==> src/rtl/datapath_mc.sv <==
// Register-file + ALU datapath for the FP square-root unit.
// Single-cycle ALU ops plus a multi-cycle restoring unsigned divider
// (one quotient bit per clock) with busy/done handshake toward the controller.
module datapath_mc #(
  parameter int DATA_WIDTH = 32,
  parameter int ADDR_WIDTH = 3
) (
  input  logic                  clk,
  input  logic                  rst_n,
  input  logic                  IE,
  input  logic                  WE,
  input  logic                  OE,
  input  logic [ADDR_WIDTH-1:0] ADDR_WR,
  input  logic [ADDR_WIDTH-1:0] ADDR_RDA,
  input  logic [ADDR_WIDTH-1:0] ADDR_RDB,
  input  logic [2:0]            ALU_Op,
  input  logic [DATA_WIDTH-1:0] data_i,
  output logic [DATA_WIDTH-1:0] data_o,
  output logic                  negative_o,
  output logic                  zero_o,
  output logic                  busy_o,
  output logic                  done_o
);

  localparam int DEPTH = 1 << ADDR_WIDTH;
  localparam int CNT_W = $clog2(DATA_WIDTH);
  localparam logic [CNT_W-1:0] CNT_LAST = CNT_W'(DATA_WIDTH - 1);

  localparam logic [2:0] OP_ADD   = 3'd0;
  localparam logic [2:0] OP_SUB   = 3'd1;
  localparam logic [2:0] OP_AND   = 3'd2;
  localparam logic [2:0] OP_OR    = 3'd3;
  localparam logic [2:0] OP_SHR1  = 3'd4;
  localparam logic [2:0] OP_SHL1  = 3'd5;
  localparam logic [2:0] OP_PASSA = 3'd6;
  localparam logic [2:0] OP_DIV   = 3'd7;

  logic [DATA_WIDTH-1:0] rf_r [DEPTH];
  logic [DATA_WIDTH-1:0] data_r;
  logic                  negative_r;
  logic                  zero_r;
  logic                  busy_r;
  logic                  done_r;

  // Divider state: dvd_r shifts dividend bits out and quotient bits in.
  logic [DATA_WIDTH-1:0] dvd_r;
  logic [DATA_WIDTH-1:0] dvs_r;
  logic [DATA_WIDTH-1:0] rem_r;
  logic [ADDR_WIDTH-1:0] div_addr_r;
  logic [CNT_W-1:0]      cnt_r;

  logic [DATA_WIDTH-1:0] rd_a_s;
  logic [DATA_WIDTH-1:0] rd_b_s;
  logic [DATA_WIDTH-1:0] alu_res_s;
  logic [DATA_WIDTH:0]   rem_shift_s;
  logic [DATA_WIDTH:0]   trial_s;
  logic                  qbit_s;
  logic [DATA_WIDTH-1:0] rem_next_s;
  logic [DATA_WIDTH-1:0] quo_next_s;
  logic                  div_last_s;
  logic                  div_start_s;
  logic                  rf_we_s;
  logic [ADDR_WIDTH-1:0] rf_wa_s;
  logic [DATA_WIDTH-1:0] rf_wd_s;
  logic                  flag_we_s;

  assign rd_a_s = rf_r[ADDR_RDA];
  assign rd_b_s = rf_r[ADDR_RDB];

  // Single-cycle ALU result for ops 0-6; DIV is handled by the iterative unit.
  always_comb begin
    alu_res_s = '0;
    case (ALU_Op)
      OP_ADD:   alu_res_s = rd_a_s + rd_b_s;
      OP_SUB:   alu_res_s = rd_a_s - rd_b_s;
      OP_AND:   alu_res_s = rd_a_s & rd_b_s;
      OP_OR:    alu_res_s = rd_a_s | rd_b_s;
      OP_SHR1:  alu_res_s = {1'b0, rd_a_s[DATA_WIDTH-1:1]};
      OP_SHL1:  alu_res_s = {rd_a_s[DATA_WIDTH-2:0], 1'b0};
      OP_PASSA: alu_res_s = rd_a_s;
      default:  alu_res_s = rd_a_s;
    endcase
  end

  // One restoring step: shift in next dividend bit, try subtracting divisor.
  // A zero divisor always "fits", giving the all-ones quotient naturally.
  always_comb begin
    rem_shift_s = {rem_r, dvd_r[DATA_WIDTH-1]};
    trial_s     = rem_shift_s - {1'b0, dvs_r};
    qbit_s      = (dvs_r == '0) | ~trial_s[DATA_WIDTH];
    if (qbit_s) begin
      rem_next_s = trial_s[DATA_WIDTH-1:0];
    end else begin
      rem_next_s = rem_shift_s[DATA_WIDTH-1:0];
    end
    quo_next_s = {dvd_r[DATA_WIDTH-2:0], qbit_s};
    div_last_s = busy_r & (cnt_r == CNT_LAST);
  end

  // Write-port arbitration: divider write-back while busy, else WE/IE/ALU_Op issue.
  always_comb begin
    rf_we_s     = 1'b0;
    rf_wa_s     = ADDR_WR;
    rf_wd_s     = data_i;
    flag_we_s   = 1'b0;
    div_start_s = 1'b0;
    if (busy_r) begin
      if (div_last_s) begin
        rf_we_s   = 1'b1;
        rf_wa_s   = div_addr_r;
        rf_wd_s   = quo_next_s;
        flag_we_s = 1'b1;
      end else begin
        rf_we_s   = 1'b0;
      end
    end else if (WE) begin
      if (IE) begin
        rf_we_s = 1'b1;
      end else if (ALU_Op == OP_DIV) begin
        div_start_s = 1'b1;
      end else begin
        rf_we_s   = 1'b1;
        rf_wd_s   = alu_res_s;
        flag_we_s = 1'b1;
      end
    end else begin
      rf_we_s = 1'b0;
    end
  end

  // Register file storage.
  always_ff @(posedge clk or negedge rst_n) begin
    if (!rst_n) begin
      for (int i = 0; i < DEPTH; i++) begin
        rf_r[i] <= '0;
      end
    end else if (rf_we_s) begin
      rf_r[rf_wa_s] <= rf_wd_s;
    end
  end

  // Read-out register and N/Z flags of the last ALU/divide write-back.
  always_ff @(posedge clk or negedge rst_n) begin
    if (!rst_n) begin
      data_r     <= '0;
      negative_r <= 1'b0;
      zero_r     <= 1'b0;
    end else begin
      if (OE) begin
        data_r <= rd_a_s;
      end
      if (flag_we_s) begin
        negative_r <= rf_wd_s[DATA_WIDTH-1];
        zero_r     <= (rf_wd_s == '0);
      end
    end
  end

  // Divider sequencing: operands latched at launch, W iteration edges, done pulse.
  always_ff @(posedge clk or negedge rst_n) begin
    if (!rst_n) begin
      dvd_r      <= '0;
      dvs_r      <= '0;
      rem_r      <= '0;
      div_addr_r <= '0;
      cnt_r      <= '0;
      busy_r     <= 1'b0;
      done_r     <= 1'b0;
    end else begin
      done_r <= div_last_s;
      if (div_start_s) begin
        dvd_r      <= rd_a_s;
        dvs_r      <= rd_b_s;
        rem_r      <= '0;
        div_addr_r <= ADDR_WR;
        cnt_r      <= '0;
        busy_r     <= 1'b1;
      end else if (busy_r) begin
        dvd_r <= quo_next_s;
        rem_r <= rem_next_s;
        cnt_r <= cnt_r + CNT_W'(1);
        if (div_last_s) begin
          busy_r <= 1'b0;
        end
      end
    end
  end

  assign data_o     = data_r;
  assign negative_o = negative_r;
  assign zero_o     = zero_r;
  assign busy_o     = busy_r;
  assign done_o     = done_r;

endmodule

==> config.mk <==
export PLATFORM = sky130hd
export DESIGN_NAME = datapath_mc
export DESIGN_NICKNAME = d
export VERILOG_FILES = /design/src/rtl/datapath_mc.sv
export SDC_FILE = /design/constraint.sdc
export NUM_CORES = 1
export LEC_CHECK = 0
export CELL_PAD_IN_SITES_DETAIL_PLACEMENT = 1
export CELL_PAD_IN_SITES_GLOBAL_PLACEMENT = 2
export CORE_UTILIZATION = 37
export DETAILED_ROUTE_END_ITERATION = 10
export MAX_ROUTING_LAYER = met4
export PLACE_DENSITY_LB_ADDON = 0.08
export REMOVE_ABC_BUFFERS = 1
export SLEW_MARGIN = 20
export SYNTH_ARGS = -nofsm -noshare
export SYNTH_HDL_FRONTEND = slang
export SYNTH_SLANG_ARGS = --single-unit
==> constraint.sdc <==
create_clock -name clk -period 4.7 [get_ports clk]
set_clock_uncertainty 0.1 [all_clocks]
set_input_delay 0.47 -clock clk [delete_from_list [all_inputs] [get_ports clk]]
set_output_delay 0.47 -clock clk [all_outputs]
set_load 0.02 [all_outputs]
Word-level counts from Yosys, hierarchy flattened --
Index checks and enable logic that the tools add are counted.
Operators by class: add/sub/neg operators 4, equal/unequal tests 7, reductions and logical operators 5, bitwise gates (word level) 8, order comparisons 4, multiplexer cells 39
Operators by type and width (count):
- 32-bit two-way mux | 15
- 256-bit bitwise mux | 1
- 32-bit binary-select mux with 3-bit select | 2
- 32-bit one-hot mux with 6 select lines | 1
- 32-bit demux with 3-bit select | 1
- 32-bit logical NOT | 2
- 33-bit by 32-bit subtractor with 33-bit output | 1
- 32-bit adder | 1
- 32-bit bitwise AND | 1
- 32-bit bitwise OR | 1
- 32-bit subtractor | 1
- 1-bit two-way mux | 15
- 4-bit greater-or-equal comparator (second input constant) | 3
- 3-bit inverter with 4-bit output | 3
- 5-bit two-way mux | 2
- 3-bit == test (second input constant) | 3
- 3-bit by 2-bit == test with 1-bit output (second input constant) | 2
- 3-bit two-way mux | 2
- 5-bit by 1-bit adder with 5-bit output (second input constant) | 1
- 5-bit == test (second input constant) | 1
- 4-bit by 1-bit < comparator with 1-bit output (second input constant) | 1
- 3-bit by 1-bit == test with 1-bit output (second input constant) | 1
- 3-bit logical NOT | 1
- 2-bit nonzero test | 1
- 4 further kinds | 4
Storage, ports and cells: output and inout bits 36, flip-flop bits (word level) 396, input port bits 49, word-level logic and storage cells 85

Depth between registers and ports, before layout --
Gate-level depths: netlist of run 1.
word-level depth 11, depth in mapped cells 25, gate-level depth less buffers 21

Worst setup path before layout of run 1 --
OpenSTA, ideal clock, no wires.
path type input to register, start input port ADDR_RDB[2], end register zero_r, in the netlist zero_o, cell stages on the path 22, path buffers 3, library setup time 0.118 ns, arrival time 5.462 ns, setup slack -0.980 ns, required time 4.482 ns, cell sequence buf_2 -> clkbuf_1 -> mux4_2 -> mux2i_1 -> and2_1 -> and3_1 -> and3_1 -> a41oi_1 -> nor2_1 -> xnor2_1 -> ha_1 -> clkbuf_1 -> a21oi_1 -> o21ai_0 -> or2_2 -> o21ai_0 -> mux2_2 -> a221oi_1 -> nor2_1 -> and4_1 -> nand4_1 -> nand2_1
On the way: cells in the longest elaborated chain, start to end 11, elaborated cells on any way between the ends 14, classes of those cells 2 x add/sub; 8 x mux; 3 x bitwise; 1 x reduce/logical
RTL lines:
- start, declared | RTL line 15 | input logic [ADDR_WIDTH-1:0] ADDR_RDB,
- 3-bit inverter with 4-bit output (implied by the code) (*) | RTL line 68 | assign rd_b_s = rf_r[ADDR_RDB];
- 32-bit binary-select mux with 3-bit select (*) | RTL line 68
- 32-bit two-way mux (implied by the code) (*) (2 in a row) | RTL line 68
- 32-bit subtractor, or another cell as far along | RTL line 75 | OP_SUB: alu_res_s = rd_a_s - rd_b_s;
- 32-bit one-hot mux with 6 select lines (*) | RTL line 73 | case (ALU_Op)
- 32-bit two-way mux (*) | RTL line 119 | end else if (ALU_Op == OP_DIV) begin
- 32-bit two-way mux (*) | RTL line 117 | if (IE) begin
- 32-bit two-way mux (*) | RTL line 116 | end else if (WE) begin
- 32-bit two-way mux (*) | RTL line 107 | if (busy_r) begin
- 32-bit logical NOT (*) | RTL line 154 | zero_r <= (rf_wd_s == '0);
- end signal, assigned | RTL line 154
- end, declared | RTL line 41 | logic zero_r;
Mark *: on every way between the ends. The rest lies on a longest branch, timed or not. The select of a mux whose other input is x is not followed. A chain may end at the register's enable or synchronous reset.

Worst setup path after layout of run 1 --
start register rf_r[2] in the netlist's numbering, end register zero_r, in the netlist zero_o
On the way: cells in the longest elaborated chain, start to end 10, elaborated cells on any way between the ends 16, classes of those cells 2 x add/sub; 11 x mux; 2 x bitwise; 1 x reduce/logical
RTL lines:
- start, declared | RTL line 38 | logic [DATA_WIDTH-1:0] rf_r [DEPTH];
- start signal, assigned by index | RTL line 138 | rf_r[rf_wa_s] <= rf_wd_s;
- 32-bit binary-select mux with 3-bit select, on equally long branches | RTL line 67, 68
- 32-bit two-way mux, on equally long branches (2 in a row) | RTL line 67, 68
- 32-bit subtractor, or another cell as far along | RTL line 75
- 32-bit one-hot mux with 6 select lines (*) | RTL line 73
- 32-bit two-way mux (*) | RTL line 119
- 32-bit two-way mux (*) | RTL line 117
- 32-bit two-way mux (*) | RTL line 116
- 32-bit two-way mux (*) | RTL line 107
- 32-bit logical NOT (*) | RTL line 154
Marked as above.

==> results of run 1 <==
==> report_power, final <==
group	switching (mW)	internal, mW	total (mW)
clock network	1.63	2.62	4.26
registers	1.27	5.05	6.32
logic	9.27	8.74	18.0
total	12.2	16.4	28.6
==> layout make-up <==
class                   count  area share
clock inverters            25     0.01110
well taps                 931     0.03303
inverters                  92    0.009792
multi-input cells        1913      0.4633
repair buffers            652      0.1614
flip-flops and latches    396      0.2811
clock buffers              66     0.04027
==> flip-flops by register name, summed over array words and instances (netlist names) <==
name	flops
rem_r	32
done_o	1
div_addr_r	3
negative_o	1
dvd_r	32
busy_o	1
cnt_r	5
zero_o	1
rf_r	256
data_o	32
dvs_r	32
==> synthesized netlist by cell type, types with 16 or more instances <==
master    instances
buf_2            23
a21o_1           20
o21ai_0         177
a221oi_1         21
mux4_2          107
nand2_1         196
o22ai_1          16
nand3_1          56
nor2b_1          18
and3_1           19
mux2_2          221
mux2i_1         112
clkbuf_1        114
a211oi_1         24
a31oi_1          25
xnor2_1          36
inv_1            88
xor2_1           30
ha_1             74
nand2b_1         22
o21a_1           19
nor2_1          217
o31ai_1          26
dfrtp_1         396
a21oi_1         224
nor3_1           34
and2_1           16
==> worst max-delay path by stage <==
stage / start / to / slack, ps / depth (start not counted)
detailed placement: ADDR_RDB[1] / zero_o / -1450 / 22
CTS: rf_r[224] / zero_o / -220 / 19
global route: rf_r[35] / zero_o / -470 / 21
global placement: ADDR_RDB[1] / zero_o / -1420 / 22
finish: rf_r[2] / zero_o / -370 / 21
floorplan: dvd_r[31] / rem_r[16] / -1850 / 13
==> metal layers <==
metal | vias to the layer above | global-route usage | wire, µm
met3 | 145 | 0.02906 | 4497
met5 | - | - | 0
met2 | 577 | 0.5012 | 51540
met1 | 12405 | 0.4233 | 49210
li1 | 10592 | - | -
met4 | 0 | 0.07720 | 2560
==> critical path: stages, from the launching register on <==
cell and delay (ps):
dfrtp_1 380, mux4_2 540, mux2i_4 200, and2_4 170
and3_4 190, and3_4 190, inv_1 50, o21ai_2 110
xor2_1 190, ha_1 310, a21oi_2 160, o21ai_2 90
or2_4 240, o2111ai_2 260, a21o_1 200, o21ai_1 100
a2111o_1 390, or4_4 570, nor4_4 230, buf_4 150
nand4_1 70, nand2_1 90
==> cells by family (layout without fill, tap and decap cells) <==
family          count (synthesis)  after routing  share of synthesized area
compound gates                678            678                     0.1623
xor+xnor                       66             66                    0.02233
fa+ha+maj                      84             84                    0.04041
buf+inv                       252            835                    0.04104
flops                         396            396                     0.3828
mux                           450            450                     0.2400
simple gates                  635            635                     0.1111
==> through the flow <==
stage               utilization  setup TNS, ps  cell area (µm²)  power (mW)  std cells
finish                   0.5115          -7295            35270       28.59       4075
floorplan                     -        -359710            25170       14.33       2401
CTS                      0.4957          -3031            34180       27.25       4050
global route             0.5115         -17020            35270       30.30       4075
detailed placement       0.4572        -156340            31520       21.85       3936
global placement         0.4572        -145060            31520       21.30       3936
==> what timing repair did <==
action                                 4_1_cts  5_1_grt
pin swaps                                   52       54
hold buffers                                 1        0
buffers inserted                            23       31
setup endpoints to repair                  161      165
endpoints found under the hold margin       93        0
gates resized for setup                    158      210
==> results.sh, run 1 <==
export IMPL_status="complete, but fails checks"
export IMPL_violations="setup timing"
export IMPL_netlist_area_um2=25880
export IMPL_min_from="OE"
export IMPL_multi_input_area_um2=16340
export IMPL_crit_type="reg2reg"
export IMPL_ys_types=89
export IMPL_die_area_um2=71020
export IMPL_power_density_nw_per_um2=810.7
export IMPL_r2r_start="rf_r[2]"
export IMPL_whs_ps=365.1
export IMPL_synth_top_area_cell="dfrtp_1"
export IMPL_synth_area_top_cells="dfrtp_1, mux2_2, mux4_2"
export IMPL_root_buffer="clkbuf_16"
export IMPL_fin_nets=3229
export IMPL_via_per_inst=5.821
export IMPL_min_to="data_o[3]"
export IMPL_slew_limit_headroom=0.2263
export IMPL_die_w_um=266.5
export IMPL_io_pins=85
export IMPL_remaining_drc_errors=0
export IMPL_synth_edf_count=0
export IMPL_regArea_um2=9913
export IMPL_final_cell_mix="buf_4, dfrtp_1, a21oi_1"
export IMPL_initial_utilization=0.3754
export IMPL_crit_path_start_kind="register"
export IMPL_worstPathArrival_ps=5500
export IMPL_fin_crit_sh=1.079
export IMPL_yosys_warnings=0
export IMPL_wl_per_cell_um=26.46
export IMPL_holdCritPathClass="in2reg"
export IMPL_num_antenna_cells=0
export IMPL_clk_latency_ps=610
export IMPL_synth_avg_cell_area_um2=10.11
export IMPL_power_leakage_nw=15.21
export IMPL_grt_usage=0.3116
export IMPL_setup_slack_ps=-371.2
export IMPL_ys_seq_elements=396
export IMPL_area_delta_synth_final_pct=36.25
export IMPL_synth_seq_area_share=0.3828
export IMPL_tightest_slew_ps=1155
export IMPL_rrSetupSlack_ps=-370
export IMPL_clock_sinks=396
export IMPL_slew_violations=0
export IMPL_first_global_vias=25238
export IMPL_post_synth_top_area_fraction=0.3828
export IMPL_hpwlAfterDp_um=78490
export IMPL_core_um2=68950
export IMPL_routabilityCongestion=0.9526
export IMPL_cts_buffers_inserted=49
export IMPL_clock_path_buffers=3
export IMPL_grt_max_degree=130
export IMPL_end_kind="register"
export IMPL_drtAntennaViolNets=0
export IMPL_cts_tree="done"
export IMPL_max_freq_ghz=0.1972
export IMPL_overflow=0
export IMPL_drive_gt1_frac=0.3849
export IMPL_dp_slack_ps=-1446
export IMPL_synthFlopType="dfrtp_1"
export IMPL_cp_required_ps=5130
export IMPL_clkTransAtPathRegs_ps=60
export IMPL_placement_io_buffers=84
export IMPL_min_period_ps=5071
export IMPL_layout_commonest_cell="buf_4"
export IMPL_finalHoldViolations=0
export IMPL_path_max_fanout=4
export IMPL_rsz0062_at_grt="true"
export IMPL_fp_dieH_um=266.5
export IMPL_dr_total_vias=23719
export IMPL_antenna_found_initial=1
export IMPL_cap_violations=0
export IMPL_rows=96
export IMPL_wirelength_um=107800
export IMPL_worst_r2r_path_depth=21
export IMPL_fillers=7507
export IMPL_h_tree_depth=2
export IMPL_r2r_end="zero_o"
export IMPL_peakVddDrop_v=0.0003528
export IMPL_setup_violations=58
export IMPL_postSynthCellCount=2561
export IMPL_grt_pass1_wl_um=161300
export IMPL_synthArstFlopShare=1.000
export IMPL_drt_iter0_drc=1500
export IMPL_min_path_cells=2
export IMPL_drt_pass1_iter_count=5
Note: power is estimated with default switching activity, not from simulation.
==> inputs of run 2 (changes only) <==
- GPL_ROUTABILITY_DRIVEN: unset -> 0
==> results.sh, run 2 (synthesis gave the netlist of run 1 again) <==
export IMPL_fillers=7615
export IMPL_dr_total_vias=23586
export IMPL_crit_path_start_kind="register"
export IMPL_power_frac_comb=0.633
export IMPL_grt_pass1_wl_um=162000
export IMPL_fin_cells=4059
export IMPL_tns_ps=-1262
export IMPL_seq_power_share=0.231
export IMPL_clkTransAtPathRegs_ps=60
export IMPL_die_area_um2=71020
export IMPL_cts_buffers_inserted=49
export IMPL_grt_usage=0.3120
export IMPL_regArea_um2=9913
export IMPL_use_met1=0.4304
export IMPL_initial_utilization=0.3754
export IMPL_largest_reg_flops=256
export IMPL_area_delta_synth_final_pct=32.70
export IMPL_h_tree_depth=2
export IMPL_dp_cells=3930
export IMPL_wirelength_um=106800
export IMPL_power_mw=27.31
export IMPL_globalRoute_busiestLayer="met2"
export IMPL_peakVddDrop_v=0.0004018
export IMPL_power_density_nw_per_um2=795.1
export IMPL_p_int_mw=15.50
export IMPL_drt_pass1_iter_count=7
export IMPL_setup_violations=28
export IMPL_finalHoldViolations=0
export IMPL_fin_nets=3215
export IMPL_drtAntennaViolNets=0
export IMPL_setup_slack_ps=-116.5
export IMPL_end_kind="register"
export IMPL_fin_crit_sh=1.025
export IMPL_slew_violations=0
export IMPL_clk_latency_ps=620
export IMPL_cap_violations=0
export IMPL_via_per_inst=5.811
export IMPL_multi_input_area_um2=15950
export IMPL_fp_dieH_um=266.5
export IMPL_p_switching_mw=11.81
export IMPL_top_register="rf_r"
export IMPL_placement_io_buffers=84
export IMPL_first_global_vias=25125
export IMPL_min_period_ps=4817
export IMPL_power_leakage_nw=14.82
export IMPL_tightest_slew_ps=1030
export IMPL_drive_gt1_frac=0.3678
export IMPL_root_buffer="clkbuf_16"
export IMPL_clock_sinks=396
export IMPL_worstPathArrival_ps=5260
export IMPL_hpwlAfterDp_um=77800
export IMPL_core_um2=68950
export IMPL_die_w_um=266.5
export IMPL_power_frac_clock=0.136
export IMPL_rrSetupSlack_ps=-120
export IMPL_cts_tree="done"
export IMPL_met2_usage=0.4911
export IMPL_status="complete, but fails checks"
export IMPL_violations="setup timing"
export IMPL_max_freq_ghz=0.2076
export IMPL_grt_max_degree=111
export IMPL_rsz0062_at_grt="true"
export IMPL_path_max_fanout=4
export IMPL_layout_commonest_cell="buf_4"
export IMPL_cp_required_ps=5140
export IMPL_overflow=0
export IMPL_final_cell_mix="buf_4, dfrtp_1, mux2_2"
export IMPL_antenna_found_initial=2
export IMPL_crit_type="reg2reg"
export IMPL_wl_per_cell_um=26.31
export IMPL_clock_path_buffers=3
export IMPL_io_pins=85
export IMPL_holdCritPathClass="in2reg"
export IMPL_met3_usage=0.03238
export IMPL_drt_iter0_drc=1641
export IMPL_whs_ps=375.5
export IMPL_slew_limit_headroom=0.3099
export IMPL_remaining_drc_errors=0
export IMPL_sw_frac_of_total=0.4323
export IMPL_rows=96
## run 2: changes by cell type in the layout (fill, tap and decap cells not counted), moves of 6 or more
cell	delta
mux2_2	+28
mux2_4	-28
buf_6	-24
buf_4	+15
clkbuf_1	+12
o21ai_0	+9
bufinv_16	-8
nand2_1	+7
nor2_1	+7
o31ai_4	-7
buf_12	-6
mux2i_1	+6
## run 2: stage by stage
stage / instance area [µm²] / utilization / setup WS, ps
final: 34350 / 0.4982 / -116.5
after detailed placement: 31440 / 0.4560 / -1387
after floorplan: 25170 / - / -1850
after global placement: 31440 / 0.4560 / -1300
after CTS: 33790 / 0.4901 / -36.37
after global routing: 34350 / 0.4982 / -264.9
## run 2: repair_timing
| item | 4_1_cts | 5_1_grt |
|---|---|---|
| resized for setup | 157 | 94 |
| endpoints found under the setup margin | 169 | 158 |
| gates cloned | 0 | 0 |
| pin swaps | 65 | 50 |
| hold endpoints to repair | 94 | 0 |
| hold buffers | 1 | 0 |
| buffers inserted | 22 | 19 |
## run 2: final timing paths
kind | start | to | depth (start not counted)
worst max-delay path | rf_r[69] | zero_o | 22
worst min-delay path | OE | data_o[3] | 2
worst max register to register | rf_r[69] | zero_o | 22
worst min register to register | cnt_r[3] | cnt_r[3] | 1
max in group asynchronous | rst_n | rf_r[244] | 3
min in group asynchronous | rst_n | rem_r[25] | 2
## run 2: layer usage
layer | vias up | wire, µm
li1 | 10547 | -
met2 | 587 | 49930
met1 | 12292 | 49420
met3 | 160 | 4823
met4 | 0 | 2635
met5 | - | 0
## run 2: cell type report
type | count | share of cell area
sequential | 396 | 0.2886
clock inverter | 15 | 0.003970
inverter | 92 | 0.01020
multi-input combinational | 1913 | 0.4645
antenna | 1 | 0.00007285
clock buffer | 73 | 0.04065
tap | 931 | 0.03391
timing repair buffer | 638 | 0.1581
## run 2: power groups by stage
stage	combinational, mW	clock, mW	sequential (mW)
after floorplan	8.20	0	6.12
after global placement	15.0	0	6.18
after detailed placement	15.4	0	6.34
after CTS	16.4	3.80	6.29
after global routing	18.5	3.92	6.51
final	17.3	3.70	6.32
## run 2: worst max-delay path, cell delays in order (launching register included)
cell and delay [ps]:
dfrtp_1 400, mux4_2 520, mux2i_4 250, buf_6 140, nand4_1 120, nor2_1 140, buf_4 150, nand4_4 130
o21ai_2 170, xnor2_2 140, ha_1 320, a21oi_2 190, o21bai_1 110, a221oi_2 320, buf_4 190, nor2_2 30
a21oi_1 130, o21ai_1 120, o2111a_1 290, nor3_4 360, and4_1 260, nand4_1 80, nand2_1 80
==> inputs of run 3 (changes only) <==
- HOLD_SLACK_MARGIN: unset -> 0.03
==> results of run 3 <==
The final DEF is identical to that of run 2; final timing and power are the same.
